==> config.mk <==
export PLATFORM = sky130hd
export DESIGN_NAME = wb_register_bank
export DESIGN_NICKNAME = d
export VERILOG_FILES = /design/src/rtl/common_pkg.sv /design/src/rtl/wb_register_cell.sv /design/src/rtl/wb_register_bank.sv
export SDC_FILE = /design/constraint.sdc
export NUM_CORES = 1
export LEC_CHECK = 0
export CORE_MARGIN = 3
export CORE_UTILIZATION = 40
export CTS_CLUSTER_DIAMETER = 40
export DETAILED_ROUTE_END_ITERATION = 6
export PLACE_DENSITY = 0.89
export SLEW_MARGIN = 0
export SYNTH_ARGS = -nofsm -noshare
export SYNTH_HDL_FRONTEND = slang
export SYNTH_SLANG_ARGS = --single-unit
==> constraint.sdc <==
create_clock -name wb_clock_i -period 2.3 [get_ports wb_clock_i]
set_input_delay 0.46 -clock wb_clock_i [delete_from_list [all_inputs] [get_ports wb_clock_i]]
set_output_delay 0.46 -clock wb_clock_i [all_outputs]
set_load 0.05 [all_outputs]
==> src/rtl/common_pkg.sv <==
// Shared widths plus register index and bit-position constants for the register bank.
// No logic; combinational constants only.
// No flow control.
package common_pkg;
    localparam int DATA_WIDTH     = 8;
    localparam int WB_ADDR_WIDTH  = 8;

    localparam int REG_IRQ_FLAG   = 0;
    localparam int REG_IRQ_ENABLE = 1;
    localparam int REG_CTRL       = 2;
    localparam int REG_SCRATCH    = 3;

    localparam int IRQ_FLAG_EVT0_BIT   = 0;
    localparam int IRQ_ENABLE_EVT0_BIT = 0;
    localparam int CTRL_STATUS_LSB     = 0;
    localparam int CTRL_STATUS_MSB     = 3;
    localparam int SCRATCH_LSB         = 0;
    localparam int SCRATCH_MSB         = DATA_WIDTH - 1;
endpackage

==> src/rtl/wb_register_cell.sv <==
// One register: per-bit RW / read-only status / sticky write-1-to-clear muxing.
// Latency: 1 cycle from write, status or event to q.
// Backpressure: none, updates every cycle.
module wb_register_cell
    import common_pkg::*;
#(
    parameter logic [DATA_WIDTH-1:0] RESET_VALUE = '0,
    parameter logic [DATA_WIDTH-1:0] RO_MASK     = '0,
    parameter logic [DATA_WIDTH-1:0] W1C_MASK    = '0
) (
    input  logic                  wb_clock_i,
    input  logic                  wb_reset_ni,
    input  logic                  wr_en,
    input  logic [DATA_WIDTH-1:0] wr_data,
    input  logic [DATA_WIDTH-1:0] status,
    input  logic [DATA_WIDTH-1:0] event_pulse,
    output logic [DATA_WIDTH-1:0] q
);
    localparam logic [DATA_WIDTH-1:0] RW_MASK = ~(RO_MASK | W1C_MASK);

    logic [DATA_WIDTH-1:0] rw_next;
    logic [DATA_WIDTH-1:0] clr;
    logic [DATA_WIDTH-1:0] sticky_next;

    assign rw_next     = wr_en ? wr_data : q;
    assign clr         = wr_en ? wr_data : '0;
    // A new event wins over a clear landing in the same cycle.
    assign sticky_next = (q & ~clr) | event_pulse;

    always_ff @(posedge wb_clock_i) begin
        if (!wb_reset_ni) begin
            q <= RESET_VALUE & RW_MASK;
        end else begin
            q <= (rw_next & RW_MASK) | (status & RO_MASK) | (sticky_next & W1C_MASK);
        end
    end
endmodule

==> src/rtl/wb_register_bank.sv <==
// Wishbone B4 pipelined register bank with RW/RO/W1C bits; IRQ output built only with REGBANK_IRQ_EN.
// Latency: ack and read data 1 cycle after accept; irq 1 cycle after flag/enable change.
// Backpressure: never stalls, one transfer accepted per cycle.
module wb_register_bank
    import common_pkg::*;
#(
    parameter int                                REG_COUNT      = 8,
    parameter logic [REG_COUNT*DATA_WIDTH-1:0]   RESET_VALUE    = '0,
    parameter logic [REG_COUNT*DATA_WIDTH-1:0]   RO_MASK        = '0,
    parameter logic [REG_COUNT*DATA_WIDTH-1:0]   W1C_MASK       = '0,
    parameter int                                IRQ_FLAG_REG   = REG_IRQ_FLAG,
    parameter int                                IRQ_ENABLE_REG = REG_IRQ_ENABLE
) (
    input  logic                              wb_clock_i,
    input  logic                              wb_reset_ni,
    input  logic [WB_ADDR_WIDTH-1:0]          wb_addr_i,
    input  logic [DATA_WIDTH-1:0]             wb_data_i,
    output logic [DATA_WIDTH-1:0]             wb_data_o,
    input  logic                              wb_we_i,
    input  logic                              wb_cycle_i,
    input  logic                              wb_strobe_i,
    input  logic                              wb_sel_i,
    output logic                              wb_stall_o,
    output logic                              wb_ack_o,
    input  logic [REG_COUNT*DATA_WIDTH-1:0]   status_i,
    input  logic [REG_COUNT*DATA_WIDTH-1:0]   event_i,
    output logic [REG_COUNT*DATA_WIDTH-1:0]   reg_o,
    output logic [REG_COUNT-1:0]              wr_pulse_o,
    output logic                              irq_o
);
    localparam int IDX_W = $clog2(REG_COUNT);

    logic [REG_COUNT-1:0][DATA_WIDTH-1:0] regs;
    logic [IDX_W-1:0]                     idx;
    logic                                 accept;
    logic                                 hit;
    logic [DATA_WIDTH-1:0]                rd_dat;
    logic [REG_COUNT-1:0]                 reg_sel;
    logic [REG_COUNT-1:0]                 wr_en;
    logic                                 unused_addr;

    assign accept      = wb_sel_i & wb_cycle_i & wb_strobe_i;
    assign idx         = wb_addr_i[IDX_W-1:0];
    assign unused_addr = ^wb_addr_i[WB_ADDR_WIDTH-1:IDX_W];
    assign wb_stall_o  = 1'b0;
    assign reg_o       = regs;

    // Indices past REG_COUNT match no register: they read 0 and drop writes.
    always_comb begin
        rd_dat  = '0;
        hit     = 1'b0;
        reg_sel = '0;
        for (int n = 0; n < REG_COUNT; n++) begin
            if (idx == IDX_W'(n)) begin
                rd_dat     = regs[n];
                hit        = 1'b1;
                reg_sel[n] = 1'b1;
            end
        end
    end

    assign wr_en = reg_sel & {REG_COUNT{accept & wb_we_i}};

    always_ff @(posedge wb_clock_i) begin
        if (!wb_reset_ni) begin
            wb_ack_o   <= 1'b0;
            wb_data_o  <= '0;
            wr_pulse_o <= '0;
        end else begin
            wb_ack_o   <= accept;
            wr_pulse_o <= wr_en;
            if (accept) begin
                wb_data_o <= hit ? rd_dat : '0;
            end
        end
    end

    for (genvar g = 0; g < REG_COUNT; g++) begin : g_cell
        wb_register_cell #(
            .RESET_VALUE (RESET_VALUE[g*DATA_WIDTH +: DATA_WIDTH]),
            .RO_MASK     (RO_MASK[g*DATA_WIDTH +: DATA_WIDTH]),
            .W1C_MASK    (W1C_MASK[g*DATA_WIDTH +: DATA_WIDTH])
        ) u_cell (
            .wb_clock_i  (wb_clock_i),
            .wb_reset_ni (wb_reset_ni),
            .wr_en       (wr_en[g]),
            .wr_data     (wb_data_i),
            .status      (status_i[g*DATA_WIDTH +: DATA_WIDTH]),
            .event_pulse (event_i[g*DATA_WIDTH +: DATA_WIDTH]),
            .q           (regs[g])
        );
    end

`ifdef REGBANK_IRQ_EN
    logic irq_q;

    always_ff @(posedge wb_clock_i) begin
        if (!wb_reset_ni) begin
            irq_q <= 1'b0;
        end else begin
            irq_q <= |(regs[IRQ_FLAG_REG] & regs[IRQ_ENABLE_REG]);
        end
    end

    assign irq_o = irq_q;
`else
    logic unused_irq_cfg;

    assign unused_irq_cfg = ^{IRQ_FLAG_REG, IRQ_ENABLE_REG};
    assign irq_o          = 1'b0;
`endif
endmodule
* After elaboration in Yosys (flattened, before gate mapping) *
Index checks and enable logic that the tools add are counted.

word-level totals
  register bits after elaboration = 81
  bits in latches = 0
  RAM bits = 0
  ROM bits = 0
  input bits = 150
  output and inout port bits = 83
  logic and storage cells = 47
  memories = 0

cells by class
  add/sub/neg operators = 0
  $mul = 0
  div/mod/pow operators = 0
  magnitude comparators = 0
  eq/ne operators = 7
  shifts and indexed selects = 0
  muxes and demuxes = 24
  bitwise gates (word level) = 4
  reduce and logical (&&, ||, !) cells = 1

operators by type and width
  cell                                            number
  two-way mux 8 bit                               9
  two-way mux 1 bit                               15
  == test 3 bit (second input constant)           4
  bitwise AND 8 bit                               1
  == test 3 x 2 -> 1 bit (second input constant)  2
  bitwise AND 1 bit                               3
  == test 3 x 1 -> 1 bit (second input constant)  1
  zero test 3 bit                                 1

* Logic depth before layout (Yosys ltp) *
  depth after elaboration = 10
  gate-level depth with buffers = 6
  depth with buffers taken out = 5

* By module *
Synthesis repeated with hierarchy kept, for this count alone.

second synthesis, totals
  cells, all modules = 348
  area, all modules = 3626.0 um2

by module, submodules not included
  module            times used  cells each  area an instance (um2)  seq. area each (um2)
  wb_register_cell  8           25          301.5                   160.2
  wb_register_bank  1           148         1213.7                  340.3

* Worst setup path after synthesis *
OpenSTA, ideal clock, no wires.

  path kind = in2reg
  start point = in wb_addr_i[2]
  end point = reg g_cell[4].u_cell.q[6]
  library setup time = 0.117 ns
  arrival time = 1.609 ns
  data required time = 2.183 ns
  path slack = 0.574 ns
  stages on the path = 6
  buffers on the path = 2
  path through = buf_4 -> inv_2 -> or4_1 -> buf_2 -> mux2i_1 -> nor2b_1

between the ends
  word-level cells in the longest chain between the ends = 3

RTL lines
  item                  line                    RTL
  start, declared       wb_register_bank.sv:16  input logic [WB_ADDR_WIDTH-1:0] wb_addr_i,
  == test 3 bit         wb_register_bank.sv:54  if (idx == IDX_W'(n)) begin
  two-way mux 1 bit     wb_register_bank.sv:54
  bitwise AND 8 bit     wb_register_bank.sv:62  assign wr_en = reg_sel & {REG_COUNT{accept & wb_we_i}};
  end signal, assigned  wb_register_cell.sv:32  q <= RESET_VALUE & RW_MASK;
  end signal, assigned  wb_register_cell.sv:34  q <= (rw_next & RW_MASK) | (status & RO_MASK) | (sticky_next & W1C_MASK);
  end, declared         wb_register_cell.sv:17  output logic [DATA_WIDTH-1:0] q

No other way between the ends.
A chain may end at the register's enable or synchronous reset.

* Final worst setup path *
  start point = reg g_cell[4].u_cell.q[7]
  end point = out reg_o[39]

RTL lines
  item           line                    RTL
  end, declared  wb_register_bank.sv:27  output logic [REG_COUNT*DATA_WIDTH-1:0] reg_o,

No word-level cell between the ends.

==> summary.txt <==
clk_skew: 0.007960 ns
die height: 102.1 um
M2 GR Usage: 33.98%
GRT overflow: 0
Clk Latency, worst-skew pair: 0.36 ns
main flop type after synthesis: dfxtp_1
Slew @ Worst Pin: 0.6137 ns
total negative slack: 0 ns
critical path, cell by cell: clkdlybuf4s50_1
vias in the first global route: 3,061
Starting Density: 41.76%
layout cells sized above 1: 11.66%
DR pass1 iterations: 4
# nets final: 609
maximum vdd ir drop: 0.0002363 V
Synth area leader: dfxtp_1
postcts setup bufs: 0
IO Pins: 233
area delta synth->final: 37.49%
crit path time final: 2.032 ns
core outline area: 8848 um^2
fillers: 751
n_diodes: 0
RSZ-0062 raised after global routing: false
drt via density: 5.294
Die X: 102.1 um
Startpoint Class: flop
Mapped Cells: 365
Worst Hold Class: reg -> reg
Bufs and invs on worst path: 1
synth unique cells: 36
All-Layer GR Usage: 19.86%
Crit path max-delay family: buffers and inverters
# DRC: 0
critical path required time: 1.84 ns
CP Data Arrival Time: 1.57 ns
largest net degree at the start of global routing: 40
asr flop ratio synth: 0%
area share of the largest cell type after synthesis: 43.89%
Max FO, Critical Path: 3
Critical-path top delay cell: clkdlybuf4s50_1
grt met3 use: 4.983%
Clock Pin Slew Worst Setup and Hold Paths: 0.08 ns
Iteration-0 DRC Markers: 123
Cell Area, Synth: 3695 um^2
maximum buffer depth of the clock tree: 2
max-slew violations: 0
Rel. slew slack: 59.01%
CTS buffer count: 9
DP Wirelength: 7.531 mm
DRT antenna net count: 0
crit path kind: reg -> out
synthesized area per cell: 10.12 um^2
multi-input logic area: 1904 um^2
number of synthesized register bits: 81
global-route wire length before repair: 15.79 mm
Pwr per Cell Area: 541.4 nW/um^2
via count: 3,023
Hold Buf Count CTS: 0
final period utilization: 88.34%
Worst setup EP type: output port
fmax: 0.4922 GHz
Hold Violations, Final: 0
synth warn: 0
PortBufs: 97
Post-synth EDFFs: 0
routability cong.: 0.8888
sequential cell area: 1622 um^2
met1 Use GR: 24.94%
CTS sink cnt: 81
Die Footprint: 10,430 um^2
Post-CTS Resized: 0
top cells by area, synth: dfxtp_1 (44%), mux2i_1 (21%), nor2b_1 (11%)
H-Tree Depth: 3
register area share after synthesis: 43.89%
Util after Layout: 57.41%
initial antenna violation count: 0
crit-path max cell delay: 0.86 ns
most crowded layer after global routing: met2
Leak Pwr: 1.899 nW
CTS tree: built
final wirelength: 10.24 mm
# rows: 34
wire per inst: 17.94 um
Root Driver: clkbuf_8
outcome: finished, final reports clean
final setup fails: 0
max cap viols: 0
sequential cells by signal, summed over array words and instances, names as in the netlist:
register         flops
g_cell.u_cell.q     64
wb_ack_o             1
wb_data_o            8
wr_pulse_o           8
metal layers:
layer  routed length [um]  share of wire [%]  vias to the layer above
met5                    0                  0                        -
met4                  154                1.5                        0
met3                  609                5.9                       12
met2                 5056                 49                      104
met1                 4422                 43                     1455
li1                     -                  -                     1452
kinds of logic (layout without fill, tap and decap cells):
group / count (synthesis) / in the layout / synth area share, %
flip-flops: 81 / 81 / 43.89
buffers and inverters: 38 / 135 / 4.673
multiplexers: 81 / 81 / 22.65
other: 1 / 2 / 0.1015
AND/OR/NAND/NOR: 120 / 120 / 21.13
AO/OA/AOI/OAI: 44 / 44 / 7.552
through the flow:
stage               hold WS (ns)  instances  power (mW)  worst slack [ns]  area, um^2
floorplan                 0.6470        366       1.635            0.5737        3699
global placement          0.4501        556       1.727           0.05885        4886
detailed placement        0.4609        556       1.735          -0.04144        4886
CTS                       0.4805        571       2.766            0.2558        5080
global route              0.4984        571       2.844            0.2179        5080
finish                    0.4779        571       2.750            0.2682        5080
Yosys cell counts, types with 3 or more instances:
master and count:
o22ai_1 6, a21oi_1 20, nor3_4 3, buf_2 9, inv_1 3, clkbuf_1 18
nor2_1 6, nand2b_1 16, a31oi_1 6, mux2i_1 78, dfxtp_1 81, nand2_1 5
nor2b_1 64, or2_2 12, buf_4 5, a32o_1 6
final timing paths:
kind,from,end,slack (ns),cells past startpoint
min,wb_data_o[0]$_SDFFE_PN0P_,wb_data_o[0]$_SDFFE_PN0P_,0.48,1
max reg2reg,g_cell[1].u_cell.q[6]$_SDFFE_PN0P_,wb_data_o[6]$_SDFFE_PN0P_,0.84,4
min reg2reg,wb_data_o[0]$_SDFFE_PN0P_,wb_data_o[0]$_SDFFE_PN0P_,0.48,1
max,g_cell[4].u_cell.q[7]$_SDFFE_PN0P_,reg_o[39],0.27,1
final cells by class:
type / instances / share of cell area [%]
repair buffers: 115 / 23.74
clock buffers: 11 / 2.783
well taps: 108 / 2.660
flip-flops and latches: 81 / 31.92
multi-input cells: 247 / 37.49
inverters: 5 / 0.3695
clock inverters: 4 / 1.034
power by group:
part	total, mW	internal [mW]	switching (mW)
registers	1.42	1.41	0.00598
clock network	1.05	0.530	0.517
logic	0.287	0.120	0.167
total	2.75	2.06	0.691
cells in the final DEF (no fill, tap or decap), types with 2 or more instances in the layout:
cell type,count
a21oi_1,20
dfxtp_1,81
or3_1,2
and3_1,2
clkbuf_8,10
nor3_1,2
or2_2,12
o21ai_0,2
buf_12,8
nand2b_1,16
nor2_1,6
o22ai_1,6
conb_1,2
a31oi_1,6
a32o_1,6
nor2b_1,64
buf_4,10
inv_1,3
nand4_1,2
nor3_4,3
clkdlybuf4s50_1,97
nand2_1,5
mux4_2,2
o311ai_0,2
mux2i_1,78
Note: power is estimated with default switching activity, not from simulation.
